===== config.mk =====
export PLATFORM = sky130hd
export DESIGN_NAME = iexec_mmem
export DESIGN_NICKNAME = d
export VERILOG_FILES = /design/src/rtl/cpu_types_pkg.sv /design/src/rtl/iexec_mmem.sv
export SDC_FILE = /design/constraint.sdc
export NUM_CORES = 1
export LEC_CHECK = 0
export CORE_AREA = 2 2 137 139
export DETAILED_ROUTE_END_ITERATION = 8
export DIE_AREA = 0 0 139 141
export GPL_TIMING_DRIVEN = 0
export PLACE_DENSITY_LB_ADDON = 0.05
export SLEW_MARGIN = 20
export SYNTH_ARGS = -nofsm -noshare
export SYNTH_HDL_FRONTEND = slang
export SYNTH_SLANG_ARGS = --single-unit

===== constraint.sdc =====
create_clock -name CLK -period 2.9 [get_ports CLK]
set_clock_uncertainty 0.2 [all_clocks]
set_input_delay 0.435 -clock CLK [delete_from_list [all_inputs] [get_ports CLK]]
set_output_delay 0.435 -clock CLK [all_outputs]
set_load 0.005 [all_outputs]

===== src/rtl/cpu_types_pkg.sv =====
// Shared CPU datapath types: machine word, register index and memory-stage FSM state.
// Purely declarative, so it has no latency.
// No backpressure: this file only carries types.
package cpu_types_pkg;

    localparam int WORD_W = 32;
    localparam int REG_W  = 5;

    typedef logic [WORD_W-1:0] word_t;
    typedef logic [REG_W-1:0]  regbits_t;

    // Data-request sequencing for the memory stage.
    typedef enum logic [1:0] {
        IDLE = 2'd0,
        REQ  = 2'd1,
        DONE = 2'd2
    } memstate_t;

endpackage


===== src/rtl/iexec_mmem.sv =====
// EX/MEM pipeline latch plus the data-cache request FSM (IDLE -> REQ -> DONE).
// Latency: one CLK edge for non-memory ops; memory ops take 1 + cycles until dhit.
// Backpressure: mem_stall holds upstream while a request waits; it drops in the dhit cycle.
// Ports: CLK/RST (sync active-high); ihit/flush capture controls; dhit/dmemload cache
//        response; ex_* execute results in; dmem* cache request out; mem_* writeback
//        latch out; mem_stall upstream freeze; fwd_* forwarding source.
module iexec_mmem
    import cpu_types_pkg::*;
(
    input  logic     CLK,
    input  logic     RST,
    input  logic     ihit,
    input  logic     flush,
    input  logic     dhit,
    input  word_t    dmemload,
    input  logic     ex_valid,
    input  logic     ex_dREN,
    input  logic     ex_dWEN,
    input  logic     ex_RegWr,
    input  logic     ex_MemtoReg,
    input  logic     ex_halt,
    input  word_t    ex_alu_out,
    input  word_t    ex_rdat2,
    input  word_t    ex_pcplusfour,
    input  regbits_t ex_wsel,
    output logic     dmemREN,
    output logic     dmemWEN,
    output word_t    dmemaddr,
    output word_t    dmemstore,
    output logic     mem_valid,
    output logic     mem_RegWr,
    output logic     mem_MemtoReg,
    output logic     mem_halt,
    output word_t    mem_alu_out,
    output word_t    mem_load,
    output word_t    mem_pcplusfour,
    output regbits_t mem_wsel,
    output logic     mem_stall,
    output logic     fwd_valid,
    output regbits_t fwd_wsel,
    output word_t    fwd_data
);

    memstate_t state_q, state_d;
    logic      valid_q, valid_d;
    logic      dren_q, dren_d;
    logic      dwen_q, dwen_d;
    logic      regwr_q, regwr_d;
    logic      m2r_q, m2r_d;
    logic      halt_q, halt_d;
    word_t     alu_q, alu_d;
    word_t     rdat2_q, rdat2_d;
    word_t     load_q, load_d;
    word_t     pc4_q, pc4_d;
    regbits_t  wsel_q, wsel_d;

    always_comb begin
        state_d = state_q;
        valid_d = valid_q;
        dren_d  = dren_q;
        dwen_d  = dwen_q;
        regwr_d = regwr_q;
        m2r_d   = m2r_q;
        halt_d  = halt_q;
        alu_d   = alu_q;
        rdat2_d = rdat2_q;
        load_d  = load_q;
        pc4_d   = pc4_q;
        wsel_d  = wsel_q;

        unique case (state_q)
            IDLE, DONE: begin
                if (ihit) begin
                    alu_d   = ex_alu_out;
                    rdat2_d = ex_rdat2;
                    pc4_d   = ex_pcplusfour;
                    wsel_d  = ex_wsel;
                    m2r_d   = ex_MemtoReg;
                    if (flush || halt_q) begin
                        // Bubble; once halted the halt flag stays up until reset.
                        valid_d = 1'b0;
                        regwr_d = 1'b0;
                        dren_d  = 1'b0;
                        dwen_d  = 1'b0;
                        halt_d  = halt_q;
                    end else begin
                        valid_d = ex_valid;
                        regwr_d = ex_RegWr;
                        dren_d  = ex_valid & ex_dREN;
                        dwen_d  = ex_valid & ex_dWEN;
                        halt_d  = ex_valid & ex_halt;
                    end
                    state_d = (dren_d || dwen_d) ? REQ : IDLE;
                end
            end
            REQ: begin
                // Waiting on the cache: ihit and flush have no effect on the in-flight op.
                if (dhit) begin
                    state_d = DONE;
                    if (dren_q) begin
                        load_d = dmemload;
                    end
                end
            end
            default: state_d = IDLE;
        endcase
    end

    always_ff @(posedge CLK) begin
        if (RST) begin
            state_q <= IDLE;
            valid_q <= 1'b0;
            dren_q  <= 1'b0;
            dwen_q  <= 1'b0;
            regwr_q <= 1'b0;
            m2r_q   <= 1'b0;
            halt_q  <= 1'b0;
            alu_q   <= '0;
            rdat2_q <= '0;
            load_q  <= '0;
            pc4_q   <= '0;
            wsel_q  <= '0;
        end else begin
            state_q <= state_d;
            valid_q <= valid_d;
            dren_q  <= dren_d;
            dwen_q  <= dwen_d;
            regwr_q <= regwr_d;
            m2r_q   <= m2r_d;
            halt_q  <= halt_d;
            alu_q   <= alu_d;
            rdat2_q <= rdat2_d;
            load_q  <= load_d;
            pc4_q   <= pc4_d;
            wsel_q  <= wsel_d;
        end
    end

    assign dmemREN   = (state_q == REQ) & dren_q;
    assign dmemWEN   = (state_q == REQ) & dwen_q;
    assign dmemaddr  = {alu_q[31:2], 2'b00};
    assign dmemstore = rdat2_q;

    assign mem_valid      = valid_q;
    assign mem_RegWr      = regwr_q;
    assign mem_MemtoReg   = m2r_q;
    assign mem_halt       = halt_q;
    assign mem_alu_out    = alu_q;
    assign mem_load       = load_q;
    assign mem_pcplusfour = pc4_q;
    assign mem_wsel       = wsel_q;

    // Combinational on dhit so upstream is released in the same cycle the cache answers.
    assign mem_stall = (state_q == REQ) & ~dhit;

    // A result still waiting on the cache is not forwardable yet.
    assign fwd_valid = valid_q & regwr_q & (wsel_q != '0) & (state_q != REQ);
    assign fwd_wsel  = wsel_q;
    assign fwd_data  = (m2r_q && state_q == DONE) ? load_q : alu_q;

endmodule


==> qor.json, run 1 <==
{
  "wire_length_of_the_first_global_routing_pass": {"value": 31.10, "unit": "mm"},
  "die_x": {"value": 139, "unit": "um"},
  "clkLatencyLatePin": {"value": 410, "unit": "ps"},
  "max-vdd-ir-drop": {"value": 0.0003928, "unit": "V"},
  "filler_cell_count": {"value": 1818},
  "root_buffer": {"value": "clkbuf_16"},
  "antenna_diode_count": {"value": 0},
  "static-leakage-power": {"value": 3.842, "unit": "nW"},
  "unrepaired_setup_endpoints_after_global_routing": {"value": "no"},
  "required": {"value": 2270, "unit": "ps"},
  "yosys.cell_types.count": {"value": 26},
  "mappedNetlistArea": {"value": 0.005644, "unit": "mm^2"},
  "synth_edf_count": {"value": 0},
  "endpoint_kind": {"value": "output port"},
  "drc": {"value": 0},
  "critPathLaunchType": {"value": "flop"},
  "synthesis.area_per_instance": {"value": 8.086, "unit": "um^2"},
  "outcome": {"value": "finished, final reports clean"},
  "cts_setup_buffers": {"value": 0},
  "sequential_cell_area": {"value": 0.002823, "unit": "mm^2"},
  "cts-buffers-inserted": {"value": 17},
  "detail_route.vias_per_cell": {"value": 4.447},
  "drt_wl_total": {"value": 20.39, "unit": "mm"},
  "min_period_over_period": {"value": 0.9564},
  "buffer_ports.inserted": {"value": 350},
  "totalNegativeSetupSlack": {"value": 0, "unit": "ps"},
  "multi_input_comb_area": {"value": 0.002246, "unit": "mm^2"},
  "yosys_warnings": {"value": 0},
  "routabilityCongestion": {"value": 0.7315},
  "ys_async_sr_fraction": {"value": 0},
  "clkSinkCount": {"value": 141},
  "final_period_minus_worst_setup_slack": {"value": 2773, "unit": "ps"},
  "max_cap_viol_count": {"value": 0},
  "syn-instance-count": {"value": 698},
  "max_clock_freq": {"value": 360.6, "unit": "MHz"},
  "max_fo_critical_path": {"value": 10},
  "drt_iter0_drc": {"value": 140},
  "largest_net_degree_at_the_start_of_global_routing": {"value": 17},
  "clock_tree.htree_level_count": {"value": 4},
  "ys_seq_area_frac": {"value": 0.5001},
  "total_of_endpoints_with_negative_setup_slack_in_the_final_report": {"value": 0},
  "antenna_viol_nets_final": {"value": 0},
  "drive_gt1_frac": {"value": 0.1240},
  "ys_ff_latch": {"value": 141},
  "dp.final_hpwl": {"value": 15.63, "unit": "mm"},
  "groute.usage.overall": {"value": 0.2018},
  "worst_slew_pin_slew": {"value": 597.6, "unit": "ps"},
  "finalNonFillerCells": {"value": 1315},
  "hold_path_class": {"value": "flop to flop"},
  "worst_setup_hold_path_clk_slew": {"value": 60, "unit": "ps"},
  "post-route-util": {"value": 0.5490},
  "final-hold-violation-count": {"value": 0},
  "synthFlopType": {"value": "dfxtp_1"},
  "number_of_antenna_violations_at_the_first_check_in_global_routing": {"value": 0},
  "drt_first_pass_iters": {"value": 4},
  "hold_buffer_count_at_cts": {"value": 0},
  "initial_core_util": {"value": 0.3090},
  "dpl.cell_count": {"value": 1283},
  "row_count": {"value": 50},
  "cts-resized-gates": {"value": 0},
  "maxSlewViolCount": {"value": 0},
  "per_cell_routed_wire_length": {"value": 15.50, "unit": "um"},
  "max-clock-path-buffers": {"value": 2},
  "fin_nets": {"value": 1212},
  "timing.setup.critical_path_class": {"value": "flop to output port"},
  "overflow": {"value": 0},
  "first_global_vias": {"value": 5574},
  "vias": {"value": 5848},
  "max_slew_headroom_at_the_worst_pin": {"value": 0.6016},
  "power.density_cell_area": {"value": 504.0, "unit": "mW/mm^2"},
  "p_r_area_growth_vs_syn": {"value": 77.68, "unit": "%"},
  "die-height": {"value": 141, "unit": "um"},
  "design.core.area": {"value": 0.01827, "unit": "mm^2"},
  "die-area": {"value": 0.01960, "unit": "mm^2"},
  "tritoncts_clock_tree": {"value": "built"},
  "ioPinCount": {"value": 354},
  "cp_data_arrival_time": {"value": 2140, "unit": "ps"}
}
[worst max-delay path, stage by stage (launching register included)]
cell and delay, ps:
dfxtp_1 430, nand3b_2 250, clkbuf_8 230, mux2_2 340, clkdlybuf4s50_1 470
[cell usage in the layout (no fill, tap or decap), types with 6 or more instances in the layout]
cell type	synthesis	routed
a21oi_1	138	138
buf_2	20	20
buf_4	41	41
buf_6	8	8
clkbuf_1	16	17
clkbuf_16	0	17
clkdlybuf4s50_1	0	350
dfxtp_1	141	141
mux2_2	32	32
nand2_1	272	272
nor2_1	6	6
[cell usage after synthesis, types with 2 or more instances]
cell | number | share of area
nand3b_1 | 2 | 0.0027
nand2_1 | 272 | 0.18
clkbuf_1 | 16 | 0.011
buf_6 | 8 | 0.016
a21oi_1 | 138 | 0.12
nand2b_1 | 2 | 0.0022
and2_1 | 2 | 0.0022
buf_2 | 20 | 0.018
nor2b_1 | 2 | 0.0022
nor2_1 | 6 | 0.0040
nand4b_1 | 2 | 0.0031
mux2_2 | 32 | 0.064
dfxtp_1 | 141 | 0.50
buf_4 | 41 | 0.055
nand3_1 | 3 | 0.0027
[path summary, 6_finish.rpt]
path / from / to / slack [ps] / cells after the start
min: dwen_q / dwen_q / 250 / 2
max: state_q[0] / fwd_data[10] / 130 / 4
max reg2reg: state_q[0] / mem_pcplusfour[11] / 1240 / 5
min reg2reg: dwen_q / dwen_q / 250 / 2
[registers in the layout, summed over array words and instances, names as in the netlist]
signal and count:
dmemstore 32, dren_q 1, dwen_q 1, fwd_wsel 5, mem_MemtoReg 1, mem_RegWr 1, mem_alu_out 32, mem_halt 1
mem_load 32, mem_pcplusfour 32, mem_valid 1, state_q 2
[per-stage QoR]
stage	setup slack (ps)	power [mW]	hold slack, ps	instance area (um^2)
final	126.5	5.054	249.6	10030
after global routing	43.90	5.265	266.9	10030
after CTS	83.92	5.119	253.3	10030
after detailed placement	563.1	2.940	245.7	9444
after global placement	577.5	2.935	238.5	9444
after floorplan	1161	2.389	231.7	5648
[cell families after synthesis]
group,synth area share
mux,0.06384
buf+inv,0.1026
other cells,0.0006644
compound gates,0.1268
simple gates,0.2059
flops,0.5001
[power breakdown]
group	internal (mW)	leakage, nW	switching (mW)	total, mW
Combinational	0.520	2.41	0.280	0.800
Clock	1.29	0.280	0.872	2.17
Sequential	2.03	1.15	0.0630	2.09
Total	3.84	3.84	1.22	5.05
[final cells by class]
cell class / count / area share
clock inverters: 13 / 0.01410
well taps: 234 / 0.02920
repair buffers: 350 / 0.3493
multi-input cells: 470 / 0.2240
inverters: 1 / 0.0003743
flip-flops and latches: 141 / 0.2815
clock buffers: 19 / 0.04417
plain buffers: 87 / 0.05739
[per-layer routing]
layer	share of wire	GRT usage
met1	0.40	0.2310
met2	0.50	0.3521
met3	0.080	0.06929
met4	0.020	0.07071
met5	0	0
No activity file was read; power rests on OpenSTA's default activity.
==> run 2: changes to the inputs <==
CORE_AREA = 2 2 138 140   (was 2 2 137 139)
DIE_AREA = 0 0 140 142   (was 0 0 139 141)
clock period = 2.94 ns   (was 2.9 ns; I/O delays follow)
==> qor.json, run 2 (synthesis results as in run 1) <==
{
  "die_x": {"value": 140, "unit": "um", "change": "+0.72%"},
  "timing.setup.critical_path_class": {"value": "flop to output port"},
  "totalNegativeSetupSlack": {"value": 0, "unit": "ps", "change": "unchanged"},
  "cts-buffers-inserted": {"value": 17, "change": "unchanged"},
  "min_period_over_period": {"value": 0.9422},
  "crit_path_max_incr_delay": {"value": 470, "unit": "ps", "change": "about the same"},
  "max_fo_critical_path": {"value": 10, "change": "unchanged"},
  "drt_iter0_drc": {"value": 239, "change": "+71%"},
  "first_global_vias": {"value": 5460, "change": "-2.0%"},
  "critical_path.slowest_cell": {"value": "clkdlybuf4s50_1"},
  "max_slew_headroom_at_the_worst_pin": {"value": 0.5634, "change": "-0.03820"},
  "endpoint_kind": {"value": "output port"},
  "power.density_cell_area": {"value": 494.4, "unit": "mW/mm^2", "change": "-1.9%"},
  "per_cell_routed_wire_length": {"value": 15.64, "unit": "um", "change": "+0.89%"},
  "clkLatencyLatePin": {"value": 420, "unit": "ps", "change": "about the same"},
  "hold_buffer_count_at_cts": {"value": 0, "change": "unchanged"},
  "final_period_minus_worst_setup_slack": {"value": 2770, "unit": "ps"},
  "row_count": {"value": 50, "change": "unchanged"},
  "initial_core_util": {"value": 0.3058, "change": "-0.003142"},
  "fin_nets": {"value": 1212, "change": "unchanged"},
  "post-route-util": {"value": 0.5439, "change": "-0.005109"},
  "ioPinCount": {"value": 354, "change": "unchanged"},
  "dpl-instance-area": {"value": 0.009444, "unit": "mm^2", "change": "unchanged"},
  "groute.usage.overall": {"value": 0.2029, "change": "+0.001040"},
  "violations_in_the_final_reports": {"value": "design-rule violations"},
  "outcome": {"value": "finished, violations left"},
  "max_cap_viol_count": {"value": 0, "change": "unchanged"},
  "sequential_cell_area": {"value": 0.002823, "unit": "mm^2", "change": "unchanged"},
  "antenna_diode_count": {"value": 0, "change": "unchanged"},
  "dp.final_hpwl": {"value": 15.82, "unit": "mm", "change": "+1.2%"},
  "multi_input_comb_area": {"value": 0.002255, "unit": "mm^2", "change": "+0.39%"},
  "most-common-layout-cells": {"value": "350 x clkdlybuf4s50_1, 272 x nand2_1, 141 x dfxtp_1"},
  "total_of_endpoints_with_negative_setup_slack_in_the_final_report": {"value": 0, "change": "unchanged"},
  "design.core.area": {"value": 0.01846, "unit": "mm^2", "change": "+1.0%"},
  "worst_path_dominant_cell_family": {"value": "buffers and inverters"},
  "static-leakage-power": {"value": 3.871, "unit": "nW", "change": "+0.76%"},
  "max-vdd-ir-drop": {"value": 0.0003863, "unit": "V", "change": "-1.7%"},
  "buffer_ports.inserted": {"value": 350, "change": "unchanged"},
  "max_clock_freq": {"value": 361.0, "unit": "MHz"},
  "fin_worst_hold_slack": {"value": 251.1, "unit": "ps", "change": "+1.502 ps"},
  "required": {"value": 2300, "unit": "ps", "change": "+30 ps"},
  "routabilityCongestion": {"value": 0.7729, "change": "+5.7%"},
  "worst_setup_hold_path_clk_slew": {"value": 60, "unit": "ps", "change": "about the same"},
  "cp_data_arrival_time": {"value": 2130, "unit": "ps", "change": "about the same"},
  "final-hold-violation-count": {"value": 0, "change": "unchanged"},
  "p_r_area_growth_vs_syn": {"value": 77.83, "unit": "%", "change": "about the same"},
  "largest_net_degree_at_the_start_of_global_routing": {"value": 17, "change": "unchanged"},
  "number_of_antenna_violations_at_the_first_check_in_global_routing": {"value": 0, "change": "unchanged"},
  "fin_ws": {"value": 169.9, "unit": "ps", "change": "+43.40 ps"},
  "maxSlewViolCount": {"value": 0, "change": "unchanged"},
  "postLayoutCellArea": {"value": 0.01004, "unit": "mm^2", "change": "about the same"},
  "tritoncts_clock_tree": {"value": "built"},
  "worst_slack_after_detailed_placement": {"value": 541.3, "unit": "ps", "change": "-21.76 ps"},
  "die-area": {"value": 0.01988, "unit": "mm^2", "change": "+1.4%"},
  "vias": {"value": 5779, "change": "-1.2%"},
  "clock_tree.htree_level_count": {"value": 4, "change": "unchanged"},
  "drive_gt1_frac": {"value": 0.1249, "change": "+0.0009251"},
  "critPathLaunchType": {"value": "flop"},
  "detail_route.vias_per_cell": {"value": 4.395, "change": "-1.2%"},
  "antenna_viol_nets_final": {"value": 0, "change": "unchanged"},
  "die-height": {"value": 142, "unit": "um", "change": "+0.71%"},
  "filler_cell_count": {"value": 1813, "change": "-0.28%"},
  "root_buffer": {"value": "clkbuf_16"},
  "max-clock-path-buffers": {"value": 2, "change": "unchanged"},
  "unrepaired_setup_endpoints_after_global_routing": {"value": "no"},
  "hold_path_class": {"value": "flop to flop"},
  "worst_slew_pin_slew": {"value": 654.9, "unit": "ps", "change": "+57.30 ps"},
  "clkSinkCount": {"value": 141, "change": "unchanged"},
  "crit_path_cells": {"value": "nand3b_4 > clkbuf_8 > mux2_2 > clkdlybuf4s50_1"},
  "overflow": {"value": 0, "change": "unchanged"},
  "most_frequent_standard_cell_in_the_layout_excluding_fill_and_tap_cells": {"value": "clkdlybuf4s50_1"},
  "wire_length_of_the_first_global_routing_pass": {"value": 31.14, "unit": "mm", "change": "+0.13%"},
  "path_buf_inv": {"value": 2, "change": "unchanged"},
  "drt_wl_total": {"value": 20.57, "unit": "mm", "change": "+0.89%"},
  "drt_first_pass_iters": {"value": 8, "change": "+4"},
  "drc": {"value": 25, "change": "+25"}
}
-- run 2: cell count changes in the layout (fill, tap and decap cells not counted) --
cell	before	now
inv_6	2	1
clkinv_2	3	4
clkbuf_1	17	16
clkinvlp_4	3	4
nand3b_4	0	1
nand3b_2	1	0
-- run 2: where the power goes --
part	leakage [nW]	internal, mW	total [mW]	switching, mW
Clock	0.278	1.27	2.11	0.842
Sequential	1.15	2.00	2.06	0.0637
Combinational	2.44	0.513	0.790	0.276
-- run 2: cell type report --
cell class,count,share of cell area
Clock inverter,14,0.01446
Multi-Input combinational cell,470,0.2246
Buffer,87,0.05734
Inverter,1,0.0003740
Clock buffer,18,0.04375
Tap cell,234,0.02917
Timing Repair Buffer,350,0.3490
Sequential cell,141,0.2812
-- run 2: worst register-to-register path, delay by kind of cell (launching register included) --
| kind | cells | cell delay [ps] |
|---|---|---|
| flip-flops | 1 | 370 |
| buffers and inverters | 2 | 650 |
| AO/OA/AOI/OAI | 1 | 120 |
| AND/OR/NAND/NOR | 2 | 240 |
-- run 2: stage by stage --
| stage | power [mW] | std cells |
|---|---|---|
| after floorplan | 2.357 | 699 |
| after global placement | 2.896 | 1283 |
| after detailed placement | 2.900 | 1283 |
| after CTS | 5.047 | 1315 |
| after global routing | 5.189 | 1315 |
| final | 4.962 | 1315 |
-- run 2: worst paths after layout --
path	start	end	slack [ps]	depth (start not counted)
max	state_q[0]	fwd_data[17]	170	4
min	mem_pcplusfour[5]	mem_pcplusfour[5]	250	2
max reg2reg	state_q[0]	mem_pcplusfour[30]	1290	5
min reg2reg	mem_pcplusfour[5]	mem_pcplusfour[5]	250	2
-- run 2: what timing repair did --
action                                  4_1_cts  5_1_grt
endpoints found under the setup margin        0        7
buffers inserted                              0        0
resized for setup                             0        1
-- run 2: routing by layer --
layer,wire length [um],up-vias,track usage
met5,0,-,0
met4,359,0,0.06539
met3,1765,21,0.07402
met2,10110,230,0.3482
met1,8330,2562,0.2367
li1,-,2966,-
==> run 3: changes to the inputs <==
CAP_MARGIN = 20   (was default)
==> results of run 3 <==
Same layout as run 2: the final DEF is identical, and so are final timing and power.
